## config.mk

```make
export PLATFORM = sky130hd
export DESIGN_NAME = rd_return_router
export DESIGN_NICKNAME = d
export VERILOG_FILES = /design/src/rtl/rd_return_router.sv
export SDC_FILE = /design/constraint.sdc
export NUM_CORES = 1
export LEC_CHECK = 0
export ABC_AREA = 1
export CORE_AREA = 2 2 79 62
export CTS_CLUSTER_DIAMETER = 80
export DETAILED_ROUTE_END_ITERATION = 10
export DIE_AREA = 0 0 81 64
export PLACE_DENSITY_LB_ADDON = 0.2
export SYNTH_ARGS = -nofsm -noshare
export SYNTH_HDL_FRONTEND = slang
export SYNTH_SLANG_ARGS = --single-unit
```

## constraint.sdc

```tcl
create_clock -name sys_clk -period 1.8 [get_ports sys_clk]
set_clock_uncertainty 0.2 [all_clocks]
set_input_delay 0.54 -clock sys_clk [delete_from_list [all_inputs] [get_ports sys_clk]]
set_output_delay 0.54 -clock sys_clk [all_outputs]
set_load 0.02 [all_outputs]
```

## src/rtl/rd_return_router.sv

```systemverilog
// rtl/rd_return_router.sv - AXI R-channel return router for the 3-master read interconnect
//
// Routes the shared slave R channel to the master that owns the current read
// grant, checks the burst length against the accepted ARLEN and pulses
// rd_state_refre once the burst is complete so the arbiter can advance.
//
// Ports:
//   sys_clk, sys_rst        clock, asynchronous active-high reset
//   rd_grant[2:0]           one-hot grant from the read arbiter
//   ar_len[7:0], ar_hs      ARLEN and AR handshake at the slave AR port
//   s_r*                    shared slave R channel (s_rready driven here)
//   m_rdata/m_rid/m_rresp   R payload broadcast to all masters
//   m_rlast                 RLAST broadcast, forced high when the count runs out
//   m_rvalid[2:0]           per-master R valid
//   m_rready[2:0]           per-master R ready
//   rd_state_refre          one-cycle pulse after the final beat
//   len_err                 one-cycle pulse on a final beat whose RLAST disagrees with ARLEN
module rd_return_router #(
  parameter int DATA_W = 32,
  parameter int ID_W   = 4
) (
  input  logic              sys_clk,
  input  logic              sys_rst,
  input  logic [2:0]        rd_grant,
  input  logic [7:0]        ar_len,
  input  logic              ar_hs,
  input  logic [DATA_W-1:0] s_rdata,
  input  logic [ID_W-1:0]   s_rid,
  input  logic [1:0]        s_rresp,
  input  logic              s_rlast,
  input  logic              s_rvalid,
  output logic              s_rready,
  output logic [DATA_W-1:0] m_rdata,
  output logic [ID_W-1:0]   m_rid,
  output logic [1:0]        m_rresp,
  output logic              m_rlast,
  output logic [2:0]        m_rvalid,
  input  logic [2:0]        m_rready,
  output logic              rd_state_refre,
  output logic              len_err
);

  typedef enum logic [1:0] {
    IDLE    = 2'd0,
    WAIT_AR = 2'd1,
    DATA    = 2'd2,
    RELEASE = 2'd3
  } state_t;

  state_t     state;
  logic [1:0] owner;
  logic [7:0] beats_left;

  logic       grant_onehot;
  logic [1:0] grant_idx;
  logic       in_data;
  logic       owner_ready;
  logic       count_done;
  logic       beat;
  logic       final_beat;

  // Multi-hot and zero grants are both rejected here; only a clean one-hot
  // grant starts a burst.
  always_comb begin
    grant_onehot = 1'b0;
    grant_idx    = 2'd0;
    case (rd_grant)
      3'b001: begin grant_onehot = 1'b1; grant_idx = 2'd0; end
      3'b010: begin grant_onehot = 1'b1; grant_idx = 2'd1; end
      3'b100: begin grant_onehot = 1'b1; grant_idx = 2'd2; end
      default: begin grant_onehot = 1'b0; grant_idx = 2'd0; end
    endcase
  end

  always_comb begin
    owner_ready = 1'b0;
    case (owner)
      2'd0:    owner_ready = m_rready[0];
      2'd1:    owner_ready = m_rready[1];
      2'd2:    owner_ready = m_rready[2];
      default: owner_ready = 1'b0;
    endcase
  end

  assign in_data    = (state == DATA);
  assign s_rready   = in_data & owner_ready;
  assign count_done = (beats_left == 8'd0);
  assign beat       = s_rvalid & s_rready;
  // A short RLAST ends the burst early; an exhausted count ends it even
  // without RLAST, so the master always sees a terminated burst.
  assign final_beat = beat & (s_rlast | count_done);
  assign len_err    = final_beat & (s_rlast != count_done);

  assign m_rdata = s_rdata;
  assign m_rid   = s_rid;
  assign m_rresp = s_rresp;
  assign m_rlast = s_rlast | count_done;

  always_comb begin
    m_rvalid = 3'b000;
    if (in_data && s_rvalid) begin
      case (owner)
        2'd0:    m_rvalid = 3'b001;
        2'd1:    m_rvalid = 3'b010;
        2'd2:    m_rvalid = 3'b100;
        default: m_rvalid = 3'b000;
      endcase
    end
  end

  always_ff @(posedge sys_clk or posedge sys_rst) begin
    if (sys_rst) begin
      state          <= IDLE;
      owner          <= 2'd0;
      beats_left     <= 8'd0;
      rd_state_refre <= 1'b0;
    end else begin
      rd_state_refre <= 1'b0;
      case (state)
        IDLE: begin
          if (grant_onehot) begin
            owner <= grant_idx;
            if (ar_hs) begin
              beats_left <= ar_len;
              state      <= DATA;
            end else begin
              state <= WAIT_AR;
            end
          end
        end
        WAIT_AR: begin
          if (ar_hs) begin
            beats_left <= ar_len;
            state      <= DATA;
          end else if (rd_grant == 3'b000) begin
            state <= IDLE;
          end
        end
        DATA: begin
          if (final_beat) begin
            state          <= RELEASE;
            rd_state_refre <= 1'b1;
          end else if (beat && !count_done) begin
            beats_left <= beats_left - 8'd1;
          end
        end
        RELEASE: begin
          state <= IDLE;
        end
        default: begin
          state <= IDLE;
        end
      endcase
    end
  end

endmodule

```

==> flow_summary.yaml <==
detailed_routing:
  drc: 0
  vias: 1184
  drtPass1Iterations: 4
  detail-route-antenna-nets: 0
  drt-initial-drc-count: 30
  wl_per_cell_microns: 10.20
  routed_wl_microns: 2926
  vias_per_cell: 4.125
floorplanning:
  pin_count: 102
  die_h_microns: 64
  dieWidth_microns: 81
  die_area_sq_um: 5184
  core_area_sq_um: 4362
  initial_utilization_pct: 30.64
  rows: 21
synthesis:
  synth_xor_area_share_pct: 1.311
  synth_adder_area_share_pct: 2.809
  synth-seq-area-share_pct: 24.34
  ys.flop_type: "dfrtp_1"
  synth_edf_count: 0
  yosysWarnings: 0
  yosys-mux-area-fraction_pct: 0
  syn_nets: 252
  synth_area_sq_um: 1336
  async_flop_share_pct: 100.0
  synth_cells: 192
  synth_top_family_by_area: "simple AND/OR/NAND/NOR gates"
  ys_ff_latch: 13
  avgSynthCellArea_sq_um: 6.960
  synth_compound_area_share_pct: 5.056
  yosysUniqueCellTypes: 26
  synthSimpleGateAreaFrac_pct: 35.96
place:
  port-buffer-count: 25
  hpwlAfterDp_microns: 2155
  gp_congestion: 0.7535
  dp_cells: 271
setup_path:
  arrival_ps: 1580
  endpoint_kind: "output port"
  worst_setup_path_start_kind: "register"
  critPathSlowestCell: "dfrtp_1"
  required_ps: 1060
  cp_slowest_stage_delay_ps: 390
  crit_path_cell_trace: "inv_2 -> ha_4 -> nand2_2 -> nor2_2 -> nand2_2 -> ha_4 -> clkinv_4 -> nand4_4 -> nor2_4 -> buf_6"
  critPathKind: "register to output port"
  crit_fanout: 2
final_layout:
  final_nets: 291
  diodes: 0
  num-fill-cells: 478
  drive_above_1_share_pct: 43.04
  finalNonFillerCells: 287
  area_growth_pct: 40.64
timing:
  rsz0062_at_grt: "true"
  slew_headroom_pct: 75.47
  max_freq_mhz: 430.4
  timing.final.ws_setup_ps: -523.6
  period_minus_slack_ps: 2324
  drv_slew: 0
  worstMarginPinSlew_ps: 364.6
  period_share_pct: 129.1
  hold_viol: 0
  setup_viol: 16
cts:
  htree_levels: 1
  cts_hold_buf: 0
  path_clk_slew_ps: 60
  clock_latency_ps: 250
  cts_buffer_depth: 2
  cts.sinks: 13
  cts_root_buf: "clkbuf_8"
  cts_tree: "yes"
  cts-buffers-inserted: 3
global_routing:
  grt_pass1_vias: 1145
  antenna_found_initial: 0
  grt_util_all_layers_pct: 12.55
  overflow: 0
  grt_max_degree: 14
  grt_pass1_wl_microns: 5133
power_and_ir_drop:
  max-vdd-ir-drop_mv: 0.5770
  p_per_area_nw_per_um2: 1519
  p_total_mw: 2.855
  p_leak_nw: 0.9966
run_status:
  violations: "negative setup slack"
  status: "finished with violations"
flow_run:
  cap_viol_max_count: 0
worst_hold_path:
  min_path_type: "register to register"
## flip-flops by register name, summed over array words and instances, names as in the netlist
| signal | cells |
|---|---|
| state | 2 |
| owner | 2 |
| rd_state_refre | 1 |
| beats_left | 8 |
## power by group
| part | total [mW] | switching [mW] | internal (mW) |
|---|---|---|---|
| combinational | 2.07 | 1.08 | 0.996 |
| clock | 0.266 | 0.109 | 0.157 |
| sequential | 0.516 | 0.0870 | 0.429 |
## cells in the mapped netlist, types with 2 or more instances
master | number | area [sq um]
nand2_1 | 45 | 168.9
buf_4 | 38 | 285.3
inv_1 | 22 | 82.58
nand3_1 | 17 | 85.08
nor2_1 | 15 | 56.30
dfrtp_1 | 13 | 325.3
nand2_2 | 10 | 62.56
inv_2 | 4 | 15.01
o21ai_0 | 4 | 20.02
a21oi_1 | 3 | 15.01
ha_1 | 3 | 37.54
nor3_1 | 3 | 15.01
nand2_4 | 2 | 22.52
## layout by cell type, fill, tap and decap left out
cell type,Yosys,routed
a21oi_1,3,3
a21oi_4,1,1
buf_4,38,47
buf_6,0,7
clkbuf_1,0,1
clkbuf_8,0,3
clkdlybuf4s15_1,0,3
clkdlybuf4s50_1,0,13
clkinv_4,1,2
dfrtp_1,13,13
dlygate4sd2_1,0,2
dlymetal6s2s_1,0,1
ha_1,3,1
ha_4,0,2
inv_1,22,16
inv_2,4,9
inv_8,1,1
nand2_1,45,42
nand2_2,10,11
nand2_4,2,4
nand2_8,1,1
nand3_1,17,14
nand3_2,1,3
nand3_4,0,1
nand4_2,1,1
nand4_4,1,1
nor2_1,15,13
nor2_2,0,1
nor2_4,0,1
nor3_2,0,3
nor4_1,1,1
o21ai_0,4,4
o31ai_1,1,1
o41ai_1,1,1
xnor2_1,1,1
xor2_1,1,1
## worst max-delay path, delay by kind of cell (launching register included)
family	cells	cell delay (ps)
flip-flops	1	390
adder cells (fa/ha/maj)	2	300
AND/OR/NAND/NOR	5	410
buffers and inverters	3	250
## timing repair
action,CTS,global route
setup endpoints to repair,16,18
resized for setup,53,9
buffers inserted,8,4
pin swaps,10,6
## metrics by stage
| step | worst slack, ps | instance area, sq um | utilization (%) | hold slack (ps) | setup TNS [ps] |
|---|---|---|---|---|---|
| after CTS | -558.2 | 1815 | 41.62 | 291.6 | -4292 |
| final | -523.6 | 1879 | 43.09 | 287.8 | -4775 |
| after floorplan | -321.0 | 1384 | - | 217.0 | -462.7 |
| after global routing | -600.2 | 1879 | 43.09 | 336.6 | -6155 |
| after detailed placement | -1014 | 1685 | 38.64 | 277.4 | -8600 |
| after global placement | -1004 | 1685 | 38.64 | 274.4 | -8641 |
## path summary, 6_finish.rpt
path | endpoint | depth (start not counted) | slack, ps | from
max in group asynchronous | beats_left[2]$_DFFE_PP0P_ | 3 | 840 | sys_rst
hold / removal | beats_left[6]$_DFFE_PP0P_ | 2 | 290 | beats_left[6]$_DFFE_PP0P_
min in group asynchronous | beats_left[6]$_DFFE_PP0P_ | 3 | 380 | sys_rst
hold reg to reg | beats_left[6]$_DFFE_PP0P_ | 2 | 290 | beats_left[6]$_DFFE_PP0P_
setup / recovery | len_err | 10 | -520 | beats_left[0]$_DFFE_PP0P_
setup reg to reg | beats_left[3]$_DFFE_PP0P_ | 17 | -400 | beats_left[0]$_DFFE_PP0P_
## cell families after synthesis
kind of cell,Yosys count
DFF,13
xor gates and xnor gates,2
AOI/OAI and AO/OA,10
adders and majority gates,3
buffers and inverters,67
and+or+nand+nor,97
## routing by layer
metal	track usage, %	share of wire, %	up-vias
li1	-	-	634
met1	17.84	52	516
met2	17.87	40	24
met3	4.096	6.5	10
met4	3.814	0.92	0
met5	0	0	-
## cell type report
class                   instances  area, sq um  area share (%)
clock buffers                   4        45.04           2.397
inverters                      28        122.6           6.525
multi-input cells             112        693.2           36.88
flip-flops and latches         13        325.3           17.31
well taps                      57        71.32           3.795
repair buffers                 73        621.8           33.09
(Power assumes the default switching activity.)
